`config.mk`:
```
export PLATFORM = sky130hd
export DESIGN_NAME = jk_cmd_sequencer
export DESIGN_NICKNAME = d
export VERILOG_FILES = /design/src/rtl/jk_cmd_sequencer.sv
export SDC_FILE = /design/constraint.sdc
export NUM_CORES = 1
export LEC_CHECK = 0
export ABC_AREA = 0
export CAP_MARGIN = 20
export CORE_MARGIN = 4
export CORE_UTILIZATION = 45
export DETAILED_ROUTE_END_ITERATION = 7
export PLACE_DENSITY = 0.69
export SYNTH_ARGS = -nofsm -noshare
export SYNTH_HDL_FRONTEND = slang
export SYNTH_SLANG_ARGS = --single-unit
```
`constraint.sdc`:
```
create_clock -name clk -period 2.63 [get_ports clk]
set_input_delay 0.526 -clock clk [delete_from_list [all_inputs] [get_ports clk]]
set_output_delay 0.526 -clock clk [all_outputs]
set_load 0.02 [all_outputs]
```
`src/rtl/jk_cmd_sequencer.sv`:
```
// Command sequencer for an external JK flip-flop: buffers {j,k} commands, issues
// one per slot, and checks the fed-back q against a tracked expected state.
module jk_cmd_sequencer #(
  parameter int DEPTH = 4,
  parameter int CNT_W = 8
) (
  input  logic                     clk,
  input  logic                     rst,
  input  logic                     i_cmd_valid,
  input  logic [1:0]               i_cmd,
  output logic                     o_cmd_ready,
  input  logic                     i_q,
  output logic                     o_j,
  output logic                     o_k,
  output logic                     o_exp_q,
  output logic                     o_exp_valid,
  input  logic                     i_clr_err,
  output logic                     o_err,
  output logic [CNT_W-1:0]         o_err_cnt,
  output logic [$clog2(DEPTH):0]   o_level,
  output logic                     o_busy
);

  localparam int AW = $clog2(DEPTH);

  typedef enum logic [1:0] {S_IDLE, S_ISSUE, S_CHECK} state_t;

  logic [1:0]       r_mem [DEPTH];
  logic [AW-1:0]    r_wr_ptr;
  logic [AW-1:0]    r_rd_ptr;
  logic [AW:0]      r_level;
  state_t           r_state;
  logic             r_j;
  logic             r_k;
  logic             r_exp_q;
  logic             r_exp_valid;
  logic             r_chk_en;
  logic             r_err;
  logic [CNT_W-1:0] r_err_cnt;

  logic             w_full;
  logic             w_push;
  logic             w_pop;
  logic [1:0]       w_head;
  logic             w_mismatch;

  assign w_full      = (r_level == (AW+1)'(DEPTH));
  assign o_cmd_ready = !w_full;
  assign w_push      = i_cmd_valid && !w_full;
  // IDLE and CHECK both hand the head command to ISSUE whenever one is queued.
  assign w_pop       = (r_state != S_ISSUE) && (r_level != '0);
  assign w_head      = r_mem[r_rd_ptr];
  assign w_mismatch  = (r_state == S_CHECK) && r_chk_en && (i_q != r_exp_q);

  // NOTE: the storage array has no reset; occupancy is tracked by r_level, so stale entries are never read.
  always_ff @(posedge clk) begin
    if (w_push) r_mem[r_wr_ptr] <= i_cmd;
  end

  // NOTE: sequential state uses non-blocking assignments so every register sees pre-edge values.
  always_ff @(posedge clk or posedge rst) begin
    if (rst) begin
      r_wr_ptr <= '0;
      r_rd_ptr <= '0;
      r_level  <= '0;
    end else begin
      if (w_push) r_wr_ptr <= r_wr_ptr + AW'(1);
      if (w_pop)  r_rd_ptr <= r_rd_ptr + AW'(1);
      case ({w_push, w_pop})
        2'b10:   r_level <= r_level + (AW+1)'(1);
        2'b01:   r_level <= r_level - (AW+1)'(1);
        default: r_level <= r_level;
      endcase
    end
  end

  always_ff @(posedge clk or posedge rst) begin
    if (rst) begin
      r_state     <= S_IDLE;
      r_j         <= 1'b0;
      r_k         <= 1'b0;
      r_exp_q     <= 1'b0;
      r_exp_valid <= 1'b0;
      r_chk_en    <= 1'b0;
    end else begin
      case (r_state)
        S_IDLE: begin
          if (w_pop) begin
            {r_j, r_k} <= w_head;
            r_state    <= S_ISSUE;
          end
        end
        S_ISSUE: begin
          {r_j, r_k} <= 2'b00;
          // Check enable captures validity as it stood before this command's update.
          r_chk_en   <= r_exp_valid;
          case ({r_j, r_k})
            2'b01:   begin r_exp_q <= 1'b0; r_exp_valid <= 1'b1; end
            2'b10:   begin r_exp_q <= 1'b1; r_exp_valid <= 1'b1; end
            2'b11:   r_exp_q <= ~r_exp_q;
            default: r_exp_q <= r_exp_q;
          endcase
          r_state <= S_CHECK;
        end
        S_CHECK: begin
          if (w_pop) begin
            {r_j, r_k} <= w_head;
            r_state    <= S_ISSUE;
          end else begin
            r_state    <= S_IDLE;
          end
        end
        default: r_state <= S_IDLE;
      endcase
    end
  end

  always_ff @(posedge clk or posedge rst) begin
    if (rst) begin
      r_err     <= 1'b0;
      r_err_cnt <= '0;
    end else if (i_clr_err && w_mismatch) begin
      r_err     <= 1'b1;
      r_err_cnt <= CNT_W'(1);
    end else if (i_clr_err) begin
      r_err     <= 1'b0;
      r_err_cnt <= '0;
    end else if (w_mismatch) begin
      r_err     <= 1'b1;
      if (r_err_cnt != {CNT_W{1'b1}}) r_err_cnt <= r_err_cnt + CNT_W'(1);
    end
  end

  assign o_j         = r_j;
  assign o_k         = r_k;
  assign o_exp_q     = r_exp_q;
  assign o_exp_valid = r_exp_valid;
  assign o_err       = r_err;
  assign o_err_cnt   = r_err_cnt;
  assign o_level     = r_level;
  assign o_busy      = (r_state != S_IDLE) || (r_level != '0);

endmodule

```
; ---- Yosys cells after proc, flatten, opt, wreduce, memory -nomap -nowiden
; Memory sizes are Yosys's and may differ from the RTL's.
; Cells that the tools add are included.
[op_classes]
add_sub_neg = 5
n_eq_ne = 13
n_mux = 18
n_bitwise = 1
n_reduce_logical = 21
[ops]
columns = cell, count
row1 = $mux 8, 4
row2 = $reduce_bool 3->1, 4
row3 = $add 8x1->8 const B, 1
row4 = $eq 2x2->1 const B, 4
row5 = $mux 1, 8
row6 = $ne 8x8->1 const B, 1
row7 = $reduce_and 2->1, 4
row8 = $eq 2x1->1 const B, 3
row9 = $pmux 2 s3, 1
row10 = $pmux 3 s2, 1
row11 = $reduce_bool 2->1, 3
row12 = $logic_and 1x1->1, 5
row13 = $add 2x1->2 const B, 2
row14 = $ne 2x1->1 const B, 2
row15 = $pmux 1 s2, 2
row16 = $reduce_or 2->1, 2
row17 = $add 3x1->3 const B, 1
row18 = $eq 3x3->1 const B, 1
row19 = $pmux 1 s3, 1
row20 = $sub 3x1->3 const B, 1
row21 = $logic_not 2->1, 1
row22 = $mux 2, 1
row23 = $ne 2x2->1 const B, 1
row24 = $logic_not 1->1, 1
row25 = 3 further kinds, 3
[totals]
register_bits = 23
mem_bits_rw = 8
in_bits = 7
memories = 1
[mem_list]
columns = memory, depth, width, read_ports, rd_ports_with_merged_regs, wr, line
row1 = r_mem, 4, 2, 1, 0, 1, 28  ; logic [1:0] r_mem [DEPTH];

; ---- Logic depth before layout (Yosys ltp)
[logic_depth]
ltp_word = 6
depth_mapped = 9

; ---- Worst setup path after synthesis
; Ideal clock, no wire load.
[synth_path]
kind = register to register
from = register r_level[0] (netlist: o_level[0])
to = register r_level[2] (netlist: o_level[2])
setup_time_ps = 132
t_arrival_ps = 2024
path_slack_ps = 473
stages_incl_launch_ff = 10
cell_sequence = dfrtp_1 -> nor2_1 -> nand2_1 -> and2_1 -> inv_1 -> ha_1 -> fa_1 -> xnor2_1 -> nor2_1 -> xor2_1
[synth_between]
elab_chain_len = 5
elab_cells_between_ends = 11
[synth_lines]
columns = item, line
row1 = from (decl), 31  ; logic [AW:0] r_level;
row2 = from (signal assigned), 70  ; 2'b10: r_level <= r_level + (AW+1)'(1);
row3 = from (signal assigned), 71  ; 2'b01: r_level <= r_level - (AW+1)'(1);
row4 = from (signal assigned), 72  ; default: r_level <= r_level;
row5 = $eq 3x3->1 *, 47  ; assign w_full = (r_level == (AW+1)'(DEPTH));
row6 = $logic_not 1->1 *, n/a
row7 = via o_cmd_ready, 11  ; output logic o_cmd_ready,
row8 = $logic_and 1x1->1 *, 49  ; assign w_push = i_cmd_valid && !w_full;
row9 = $eq 2x1->1 / $eq 2x2->1 (equally long branches), 69  ; case ({w_push, w_pop})
row10 = $pmux 3 s2 / $reduce_bool 2->1 (equally long branches), n/a
; The timed path passes the listed nets; every way through them passes the cells marked *.
; A chain may end at the register's enable or synchronous reset.

; ---- Final worst setup path
[layout_path]
from = register r_level[0] (netlist: o_level[0])
to = output o_busy
[layout_between]
elab_chain_len = 2
[layout_lines]
columns = item, line
row1 = $reduce_bool 3->1, 141  ; assign o_busy = (r_state != S_IDLE) || (r_level != '0);
row2 = $logic_or 1x1->1, 141
row3 = to (decl), 21  ; output logic o_busy
; No other way between the ends.

==> reports/qor.yml <==
grt_usage_pct: 14.0
hold_end: "o_err"
port_buffers: 24
grt_pass1_wl_um: 4590
drt-wirelength-per-cell_um: 13.0
min_from: "o_err"
ant_nets: 0
finalCritPeriodShare_pct: 88.6
vdd_ir_drop_max_mv: 0.671
cts_hold_buf: 0
cp-start-kind: "flip-flop"
cp-end-kind: "primary output"
maxCapViolations: 0
grt.overflow.total: 0
coreArea_um2: 3100
fmax_ghz: 0.429
hold_viol: 0
antenna_cells: 0
final.setup.tns_ns: 0
synthCells: 126
synth_edf_count: 8
cts_tree: "done"
reg2reg_from: "o_level[0]"
p_leak_nw: 0.762
syn-mean-instance-area_um2: 11.8
finalSetupViolations: 0
final_cells: 201
clkTransAtPathRegs_ns: 0.09
wl_um: 2610
clock_path_buffers: 2
synth_top_area_share_pct: 38.6
cts_root_buf: "clkbuf_4"
nNetsFinal: 173
rsz0062_at_grt: "no"
synth.most_common_cell: "dfrtp_1"
num_vias: 1022
layout-drive-gt1-share_pct: 9.55
r2r_cells: 7
post_cts_buffers: 0
viasPerCell: 5.08
drtPass1Iterations: 4
ys_async_sr_fraction_pct: 74.2
synth_top_area_cell: "dfrtp_1"
syn_area_um2: 1490
yosys_warnings: 0
drc: 0
drtIter0Drc: 42
max_slew.worst_pin.slew_ns: 0.580
hold_class: "flip-flop to flip-flop"
die_w_um: 65.6
status: "finished, final reports clean"
dieArea_um2: 4300
syn_nets: 143
grt_start_max_net_pins: 24
cts_buffers: 5
clock_sinks: 31
die_height_um: 65.6
fillers: 288
worstReg2RegEnd: "o_level[2]"
ctsResizeCount: 0
ys_seq_area_share_pct: 54.7
max_slew_margin_pct: 61.0
area_delta_synth_final_pct: 23.4
holdPathStages: 1
ys_ff_latch: 31
synthTopCellsByArea: "dfrtp_1 (39%), edfxtp_1 (16%), ha_1 (7.5%)"
slew_violations: 0
cts_max_level: 2
dpl.hpwl_um: 1930
skew_ns: 0.00929
r2r_slack_ns: 0.51
grt_pass1_vias: 1006
p_per_area_nw_per_um2: 983
cp.arrival_ns: 1.80
crit_fanout: 5
crit_required_ns: 2.10
synth_common_cells: "dfrtp_1 (23), nand2_1 (11), ha_1 (9), inv_1 (9), edfxtp_1 (8)"
period_needed_ns: 2.33
initial_utilization_pct: 48.1
crit_type: "flip-flop to primary output"
synth_cell_types: 33
numPlacedInstances: 193
io_pins: 25
rows: 20
clock_latency_ns: 0.32
yosys_most_used_dff: "dfrtp_1"
gp_congestion: 0.798
antenna_found_initial: 0
[worst max-delay path by stage]
stage	from	end	slack, ns	depth (start not counted)
floorplan	o_level[0]	o_level[2]	0.47	9
global placement	i_cmd_valid	o_level[2]	0.28	8
detailed placement	i_cmd_valid	o_level[2]	0.22	8
CTS	o_level[0]	o_busy	0.28	3
global route	o_level[0]	o_busy	0.21	3
finish	o_level[0]	o_busy	0.30	3
[logic make-up after synthesis]
group	count (synthesis)	synth area share (%)
AO/OA/AOI/OAI	18	8.38
XOR/XNOR	7	4.11
adder cells (fa/ha/maj)	10	8.89
buffers and inverters	13	3.44
flip-flops	31	54.7
multiplexers	7	6.71
AND/OR/NAND/NOR	40	13.8
[area by class of cell]
class / instances / area [um2] / area share (%)
tap: 44 / 55.1 / 2.99
clock buffer: 8 / 48.8 / 2.65
timing repair buffer: 27 / 263 / 14.3
sequential: 31 / 816 / 44.3
multi-input combinational: 82 / 626 / 34.0
inverter: 9 / 33.8 / 1.83
[worst max-delay path, stage by stage, from the launching register on]
cell and delay [ns]:
dfrtp_1 0.46, nor3_1 0.38, nand2_1 0.09, clkdlybuf4s50_1 0.56
[flip-flops by register name, indices dropped and copies added (netlist names)]
register / count
o_err_cnt: 8
r_mem: 8
o_level: 3
r_rd_ptr: 2
r_state: 2
r_wr_ptr: 2
o_err: 1
o_exp_q: 1
o_exp_valid: 1
o_j: 1
o_k: 1
r_chk_en: 1
[cells in the final DEF (no fill, tap or decap), drive strengths merged, types with 5 or more instances in the layout]
| cell | n |
|---|---|
| a21oi | 5 |
| clkbuf | 8 |
| clkdlybuf4s50 | 24 |
| dfrtp | 23 |
| edfxtp | 8 |
| ha | 9 |
| inv | 9 |
| nand2 | 11 |
| nor2 | 7 |
| xnor2 | 5 |
[metrics by stage]
stage               utilization [%]  hold WS, ns  power [W]  setup WS, ns  instance area [um2]
floorplan                         -        0.481    0.00130         0.473                 1490
global placement               57.8        0.467    0.00154         0.281                 1790
detailed placement             57.8        0.476    0.00156         0.223                 1790
CTS                            59.4        0.496    0.00184         0.277                 1840
global route                   59.4        0.520    0.00196         0.208                 1840
finish                         59.4        0.491    0.00181         0.300                 1840
[layer usage]
metal  GRT usage [%]  up-vias  routed length [um]
met4            6.22        0                  44
met3            4.62        5                 140
li1                -      513                   -
met5               0        -                   0
met2            19.8       27                1120
met1            19.5      477                1300
[report_power, final]
group	total, W	internal [W]	leakage, nW	switching (W)
Clock	0.000259	0.000106	0.0265	0.000152
Sequential	0.000763	0.000637	0.359	0.000126
Combinational	0.000789	0.000395	0.377	0.000394
Total	0.00181	0.00114	0.762	0.000672
Power figures use the tool's default switching activity.
